===== src/rtl/ascon_pkg.sv =====
// Shared word type, initialisation vectors and controller states for the Ascon hash datapath.
package ascon_pkg;

  typedef logic [63:0] ascon_word_t;

  localparam ascon_word_t ASCON_HASH256_IV = 64'h0000_0801_00cc_0002;
  localparam ascon_word_t ASCON_XOF128_IV  = 64'h0000_0800_00cc_0003;

  localparam int unsigned ASCON_STATE_WORDS = 5;
  localparam int unsigned ASCON_HASH_WORDS  = 4;
  localparam logic        ASCON_ROUNDS_12   = 1'b1;

  typedef enum logic [2:0] {
    IDLE,
    INIT_WR,
    PERM_GO,
    PERM_WAIT,
    ABSORB,
    SQUEEZE
  } hash_state_t;

endpackage


===== src/rtl/ascon_pad.sv =====
// Sponge padding of one 64-bit rate block: keep the valid low bytes and append a 0x01 byte.
module ascon_pad (
  input  logic [63:0] data,
  input  logic [2:0]  bytes,
  input  logic        last,
  output logic [63:0] padded
);

  logic [5:0]  bit_pos;
  logic [63:0] pad_bit;

  assign bit_pos = {bytes, 3'b000};
  assign pad_bit = 64'h1 << bit_pos;

  // pad_bit - 1 is exactly the mask of the bytes below the padding byte.
  assign padded = last ? ((data & (pad_bit - 64'h1)) | pad_bit) : data;

endmodule


===== src/rtl/ascon_hash_ctrl.sv =====
// Ascon-Hash256 sponge controller sequencing an external permutation core.
// Define ASCON_XOF_EN to add Ascon-XOF128 mode with a run-time digest length.
module ascon_hash_ctrl
  import ascon_pkg::*;
#(
  parameter int XOF_LEN_W = 8
) (
  input  logic                 clk,
  input  logic                 rst,
  input  logic                 start_i,
`ifdef ASCON_XOF_EN
  input  logic                 xof_mode_i,
  input  logic [XOF_LEN_W-1:0] xof_words_i,
`endif
  output logic                 busy_o,
  input  logic [63:0]          msg_data_i,
  input  logic                 msg_valid_i,
  output logic                 msg_ready_o,
  input  logic                 msg_last_i,
  input  logic [2:0]           msg_bytes_i,
  output logic [63:0]          digest_o,
  output logic                 digest_valid_o,
  input  logic                 digest_ready_i,
  output logic                 core_start_perm_o,
  output logic                 core_round_config_o,
  output logic [2:0]           core_word_sel_o,
  output logic [63:0]          core_data_o,
  output logic                 core_write_en_o,
  output logic                 core_xor_en_o,
  input  logic [63:0]          core_data_i,
  input  logic                 core_ready_i
);

`ifdef ASCON_XOF_EN
  localparam int DIG_W = XOF_LEN_W;
`else
  localparam int DIG_W = 2;
`endif

  hash_state_t state_q, state_d;
  logic [2:0]       word_cnt_q;
  logic [DIG_W-1:0] dig_cnt_q;
  logic [DIG_W-1:0] dig_last;
  logic             squeeze_q;
  ascon_word_t      init_iv;
  ascon_word_t      padded;

  ascon_pad u_pad (
    .data   (msg_data_i),
    .bytes  (msg_bytes_i),
    .last   (msg_last_i),
    .padded (padded)
  );

`ifdef ASCON_XOF_EN
  logic             xof_q;
  logic [DIG_W-1:0] dig_last_q;

  // Mode and length are captured once so they stay constant for the whole hash.
  always_ff @(posedge clk or posedge rst) begin
    if (rst) begin
      xof_q      <= 1'b0;
      dig_last_q <= '0;
    end else if (state_q == IDLE && start_i) begin
      xof_q <= xof_mode_i;
      if (!xof_mode_i)               dig_last_q <= DIG_W'(ASCON_HASH_WORDS - 1);
      else if (xof_words_i == '0)    dig_last_q <= '0;
      else                           dig_last_q <= xof_words_i - 1'b1;
    end
  end

  assign init_iv  = xof_q ? ASCON_XOF128_IV : ASCON_HASH256_IV;
  assign dig_last = dig_last_q;
`else
  assign init_iv  = ASCON_HASH256_IV;
  assign dig_last = DIG_W'(ASCON_HASH_WORDS - 1);
`endif

  assign busy_o              = (state_q != IDLE);
  assign core_round_config_o = ASCON_ROUNDS_12;

  always_comb begin
    // NOTE: every output gets a default first so no path through the case infers a latch.
    state_d           = state_q;
    msg_ready_o       = 1'b0;
    core_start_perm_o = 1'b0;
    core_word_sel_o   = 3'd0;
    core_data_o       = '0;
    core_write_en_o   = 1'b0;
    core_xor_en_o     = 1'b0;
    case (state_q)
      IDLE: if (start_i) state_d = INIT_WR;
      INIT_WR: begin
        core_write_en_o = 1'b1;
        core_word_sel_o = word_cnt_q;
        core_data_o     = (word_cnt_q == 3'd0) ? init_iv : '0;
        if (word_cnt_q == 3'(ASCON_STATE_WORDS - 1)) state_d = PERM_GO;
      end
      PERM_GO: begin
        core_start_perm_o = 1'b1;
        state_d           = PERM_WAIT;
      end
      PERM_WAIT: if (core_ready_i) state_d = squeeze_q ? SQUEEZE : ABSORB;
      ABSORB: begin
        msg_ready_o = 1'b1;
        core_data_o = padded;
        if (msg_valid_i) begin
          core_write_en_o = 1'b1;
          core_xor_en_o   = 1'b1;
          state_d         = PERM_GO;
        end
      end
      SQUEEZE: begin
        if (digest_valid_o && digest_ready_i)
          state_d = (dig_cnt_q == dig_last) ? IDLE : PERM_GO;
      end
      default: state_d = IDLE;
    endcase
  end

  always_ff @(posedge clk or posedge rst) begin
    if (rst) begin
      state_q        <= IDLE;
      word_cnt_q     <= 3'd0;
      dig_cnt_q      <= '0;
      squeeze_q      <= 1'b0;
      digest_o       <= '0;
      digest_valid_o <= 1'b0;
    end else begin
      // NOTE: non-blocking assignments so every register samples pre-edge values.
      state_q <= state_d;
      case (state_q)
        IDLE: begin
          if (start_i) begin
            word_cnt_q <= 3'd0;
            dig_cnt_q  <= '0;
            squeeze_q  <= 1'b0;
          end
        end
        INIT_WR: word_cnt_q <= word_cnt_q + 3'd1;
        // The permutation following the last block is the one that leads to squeezing.
        ABSORB: if (msg_valid_i && msg_last_i) squeeze_q <= 1'b1;
        SQUEEZE: begin
          if (!digest_valid_o) begin
            digest_o       <= core_data_i;
            digest_valid_o <= 1'b1;
          end else if (digest_ready_i) begin
            digest_valid_o <= 1'b0;
            if (dig_cnt_q != dig_last) dig_cnt_q <= dig_cnt_q + 1'b1;
          end
        end
        default: ;
      endcase
    end
  end

endmodule


===== config.mk =====
export PLATFORM = sky130hd
export DESIGN_NAME = ascon_hash_ctrl
export DESIGN_NICKNAME = d
export VERILOG_FILES = /design/src/rtl/ascon_pkg.sv /design/src/rtl/ascon_pad.sv /design/src/rtl/ascon_hash_ctrl.sv
export SDC_FILE = /design/constraint.sdc
export NUM_CORES = 1
export LEC_CHECK = 0
export ABC_CLOCK_PERIOD_IN_PS = 6050
export CORE_AREA = 2 2 107 109
export CTS_CLUSTER_SIZE = 20
export DETAILED_ROUTE_END_ITERATION = 8
export DIE_AREA = 0 0 109 111
export PLACE_DENSITY = 0.91
export SLEW_MARGIN = 20
export SYNTH_ARGS = -nofsm -noshare
export SYNTH_HDL_FRONTEND = slang
export SYNTH_SLANG_ARGS = --single-unit

===== constraint.sdc =====
create_clock -name clk -period 6.05 [get_ports clk]
set_clock_uncertainty 0.05 [all_clocks]
set_input_delay 0.9075 -clock clk [delete_from_list [all_inputs] [get_ports clk]]
set_output_delay 0.9075 -clock clk [all_outputs]
set_load 0.05 [all_outputs]

==> Word-level counts from Yosys, hierarchy flattened <==
Cells that the tools add are included.
{ "op_classes": {"addsub": 3, "multipliers": 0, "div": 0, "order_cmp": 0, "n_eq_ne": 17, "shifts": 1, "muxes": 29, "bitwise_logic": 3, "reduce_logical": 13} }
{ "op_table": {"columns": ["cell", "count"], "rows": [
  ["$pmux 64 s2", 1],
  ["$and 64x64->64", 1],
  ["$mux 64", 1],
  ["$or 64x64->64", 1],
  ["$shl 1x6->64 const A", 1],
  ["$sub 64x1->64 const B", 1],
  ["$mux 44", 1],
  ["$mux 3", 7],
  ["$ne 2x2->1 const B", 10],
  ["$pmux 3 s6", 1],
  ["$mux 2", 5],
  ["$reduce_and 5->1", 2],
  ["$eq 3x3->1 const B", 3],
  ["$mux 1", 9],
  ["$eq 3x2->1 const B", 2],
  ["$logic_not 3->1", 2],
  ["$pmux 3 s2", 1],
  ["$reduce_bool 2->1", 3],
  ["$pmux 1 s2", 2],
  ["$pmux 2 s2", 1],
  ["$reduce_and 2->1", 2],
  ["$add 3x1->3 const B", 1],
  ["$eq 3x1->1 const B", 1],
  ["$reduce_and 3->1", 1],
  ["5 further kinds", 6]
]} }
{ "word_totals": {"reg_bits": 74, "latch_bits": 0, "mem_bits_rw": 0, "mem_bits_ro": 0, "in_bits": 138, "word_cells": 72, "n_memories": 0} }

==> Logic depth before layout (Yosys ltp) <==
{ "depth": {"ltp_word": 6, "ltp_mapped": 6, "mapped_depth_nobuf": 5} }

==> Hierarchy <==
From an unflattened synthesis, not the netlist that was laid out.
{ "hier_totals": {"hier_cells": 383, "hier_area_um2": 4217.8} }
{ "by_module_without_submodules": {"columns": ["module", "instances", "cells_per_inst", "area_each_um2", "seq_area_each_um2"], "rows": [
  ["ascon_hash_ctrl", 1, 283, 3584.7, 1851.8],
  ["ascon_pad", 1, 100, 633.1, 0.0]
]} }

==> Least setup slack after synthesis <==
No wires, ideal clock.
{ "synth_path": {"path_type": "input to output", "startpoint": "input port msg_bytes_i[1]", "endpoint": "output port core_data_o[41]", "t_arrival_ns": 2.754, "t_required_ns": 5.092, "setup_slack_ns": 2.339, "stages": 5, "cell_sequence": "buf_2 -> or3b_2 -> ha_1 -> a21oi_1 -> nor3b_1"} }
{ "synth_via": {"elab_chain_len": 6} }
{ "synth_rtl": {"columns": ["item", "line", "text"], "rows": [
  ["start, declared", "ascon_hash_ctrl.sv:20", "input logic [2:0] msg_bytes_i,"],
  ["$shl 1x6->64 *", "ascon_pad.sv:13", "assign pad_bit = 64'h1 << bit_pos;"],
  ["$sub 64x1->64", "ascon_pad.sv:16", "assign padded = last ? ((data & (pad_bit - 64'h1)) | pad_bit) : data;"],
  ["$and 64x64->64", "ascon_pad.sv:16", null],
  ["$or 64x64->64 *", "ascon_pad.sv:16", null],
  ["$mux 64 *", "ascon_pad.sv:16", null],
  ["$pmux 64 s2 *", "ascon_hash_ctrl.sv:91", "case (state_q)"],
  ["end, declared", "ascon_hash_ctrl.sv:27", "output logic [63:0] core_data_o,"]
]} }
Every way passes the cells marked *; elsewhere a longest branch is shown, timed or not.

==> Worst setup path after layout <==
{ "layout_path": {"startpoint": "input port msg_bytes_i[1]", "endpoint": "output port core_data_o[43]"} }
Same word-level chain as after synthesis.

==> impl_metrics.env <==
export IMPL_cts_made_buffers=9
export IMPL_vias=3636
export IMPL_p_leak_nw=2.89
export IMPL_fin_crit_ns=4.74
export IMPL_worstHoldPathType="flip-flop to flip-flop"
export IMPL_antenna_found_initial=4
export IMPL_syn_nets=457
export IMPL_slew_headroom_pct=36.7
export IMPL_dr_first_iter_drc_count=147
export IMPL_grt_pass1_vias=3906
export IMPL_worst_setup_path_end_kind="output pin"
export IMPL_crit_required_ns=5.09
export IMPL_grt_max_degree=75
export IMPL_final_common_cell="clkdlybuf4s50_1"
export IMPL_die_x_um=109
export IMPL_worstPathArrival_ns=3.78
export IMPL_post_cts_resized=0
export IMPL_clkPwrFrac_pct=13.6
export IMPL_netlist_instances=315
export IMPL_yosys_warnings=0
export IMPL_async_flop_share_pct=100
export IMPL_synth_ff_type="dfrtp_1"
export IMPL_final_cell_mix="clkdlybuf4s50_1 (274), dfrtp_1 (74), mux2_2 (63), and2_1 (25)"
export IMPL_grt_setup_unrepaired="no"
export IMPL_critPathLaunchType="primary input"
export IMPL_initial_core_util_pct=33.9
export IMPL_critPathMaxStageDelay_ns=0.73
export IMPL_yosys_cell_types_count=47
export IMPL_pwr_share_seq_pct=24.7
export IMPL_power_internal_mw=1.88
export IMPL_worstSkewPairLatency_ns=0.33
export IMPL_num_fill_cells=886
export IMPL_crit_fanout=11
export IMPL_synth_avg_cell_area_sq_um=11.9
export IMPL_fmaxAchievable_mhz=211
export IMPL_grt_pass1_wl_um=20900
export IMPL_crit_chain="clkdlybuf4s50_1 -> or3b_2 -> ha_1 -> a21oi_1 -> o21ai_0 -> clkdlybuf4s50_1"
export IMPL_drc=0
export IMPL_io_buffers=274
export IMPL_critPathTopFamily="buffers and inverters"
export IMPL_wl_um=13800
export IMPL_worstSetupPathType="primary input to output pin"
export IMPL_switching_share_pct=49.5
export IMPL_die_area_sq_um=12100
export IMPL_powerDensity_nw_per_um2=544
export IMPL_postCtsHoldBufs=0
export IMPL_ys_seq_area_share_pct=49.3
export IMPL_place_congestion=0.846
export IMPL_drv_cap=0
export IMPL_tightest_slew_ns=0.949
export IMPL_cts_tree="built"
export IMPL_overflow=0
export IMPL_nNetsFinal=725
export IMPL_pwr_share_comb_pct=61.7
export IMPL_finalHoldViolations=0
export IMPL_clkTransAtPathRegs_ns=0.06
export IMPL_drt_wirelength_per_cell_um=18.8
export IMPL_area_growth_pct=82.1
export IMPL_cts_sinks=74
export IMPL_crit_buf_inv=2
export IMPL_p_sw_mw=1.84
export IMPL_final_core_util_pct=61.7
export IMPL_ant_nets=0
export IMPL_core_area_sq_um=11100
export IMPL_setup_viol=0
export IMPL_slew_violations=0
export IMPL_place_hpwl_um=11100
export IMPL_die_y_um=111
export IMPL_clockBufferDepth=2
export IMPL_h_tree_depth=3
export IMPL_total_power_mw=3.72
export IMPL_root_buffer="clkbuf_16"
export IMPL_ys_ff_latch=74
export IMPL_netlist_area_sq_um=3750
export IMPL_grt_use_total_pct=23.1
export IMPL_cpMostUsedCell="clkdlybuf4s50_1"
export IMPL_synth_edf_count=0
export IMPL_post_cts_setup_buffers=0
export IMPL_io_pins=276
export IMPL_status="finished clean"
export IMPL_tns_ns=0
export IMPL_vdd_drop_max_mv=0.377
export IMPL_drive_gt1_share_pct=15.5
export IMPL_placement_rows=39
export IMPL_crit_slowest_cell="clkdlybuf4s50_1"
export IMPL_fin_crit_sh_pct=78.3
export IMPL_drt_pass1_iterations=4
export IMPL_vias_per_cell=4.95
metal layers:
metal	GRT usage, %	up-vias	share of wire (%)
met1	20.6	1748	32
li1	-	1656	-
met4	16.6	0	5.6
met3	7.76	41	8.8
met5	0	-	0
met2	41.9	191	54
final timing paths:
kind                            slack, ns               to            from  cells after the start
worst max-delay path                 1.31  core_data_o[43]  msg_bytes_i[1]                      6
worst min-delay path                 0.44     digest_o[15]    digest_o[15]                      1
worst max register to register       3.56     digest_o[34]      state_q[2]                      4
worst min register to register       0.44     digest_o[15]    digest_o[15]                      1
max in group asynchronous            4.16     digest_o[14]             rst                      3
min in group asynchronous            1.14     digest_o[36]             rst                      3
final cells by class:
cell class	count	area, sq um	share of cell area (%)
diodes	4	10.0	0.147
clock buffers	10	239	3.50
clock inverters	6	47.5	0.696
inverters	9	33.8	0.495
multi-input cells	213	1710	25.1
flip-flops and latches	74	1850	27.1
well taps	143	179	2.62
repair buffers	276	2760	40.4
registers in the layout, summed over array words and instances, names as in the netlist:
signal          cells
dig_cnt_q           2
digest_o           64
digest_valid_o      1
squeeze_q           1
state_q             3
word_cnt_q          3
cell families (layout without fill, tap and decap cells):
logic type	Yosys count	count (layout)	synth area share, %
adders and majority gates	4	4	1.33
buffers and inverters	28	301	5.00
muxes	69	69	20.6
other	1	5	0.0999
xor gates and xnor gates	1	1	0.233
and+or+nand+nor	100	100	15.9
DFF	74	74	49.3
AOI/OAI and AO/OA	38	38	7.44
power by group through the flow:
| stage | registers [mW] | logic (mW) | clock network (mW) |
|---|---|---|---|
| floorplan | 1.66 | 0.747 | 0 |
| global placement | 0.898 | 2.26 | 0 |
| detailed placement | 0.923 | 2.30 | 0 |
| CTS | 0.918 | 2.31 | 0.523 |
| global route | 0.955 | 2.38 | 0.543 |
| finish | 0.917 | 2.29 | 0.506 |
cells in the mapped netlist, types with 2 or more instances:
cell type / number / area [sq um]
clkbuf_1: 4 / 15.0
ha_1: 4 / 50.1
a21oi_2: 4 / 35.0
o21ai_0: 5 / 25.0
or3_1: 2 / 12.5
nor2_1: 9 / 33.8
buf_6: 9 / 101
a2bb2oi_1: 2 / 17.5
o21a_1: 4 / 30.0
mux2i_1: 2 / 20.0
dfrtp_1: 74 / 1850
a21oi_1: 4 / 20.0
and2_1: 25 / 156
nand3_1: 2 / 10.0
nor3_1: 6 / 30.0
nor3b_1: 13 / 97.6
nand4_1: 3 / 18.8
buf_4: 3 / 22.5
nand2b_1: 4 / 25.0
a22o_1: 3 / 26.3
inv_1: 8 / 30.0
o22ai_1: 2 / 12.5
and3_1: 13 / 81.3
mux2_1: 4 / 45.0
a21o_1: 6 / 45.0
mux2_2: 63 / 709
nand2_1: 13 / 48.8
nor2b_1: 3 / 18.8
buf_2: 3 / 15.0
stage by stage:
stage	hold slack, ns	std cells	instance area, sq um	setup WS (ns)
2_1_floorplan	0.399	315	3750	2.34
3_3_place_gp	0.412	715	6540	1.51
3_5_place_dp	0.428	715	6540	1.38
4_1_cts	0.445	731	6820	1.37
5_1_grt	0.466	735	6830	1.23
6_report	0.443	735	6830	1.31
Power figures use the tool's default switching activity.
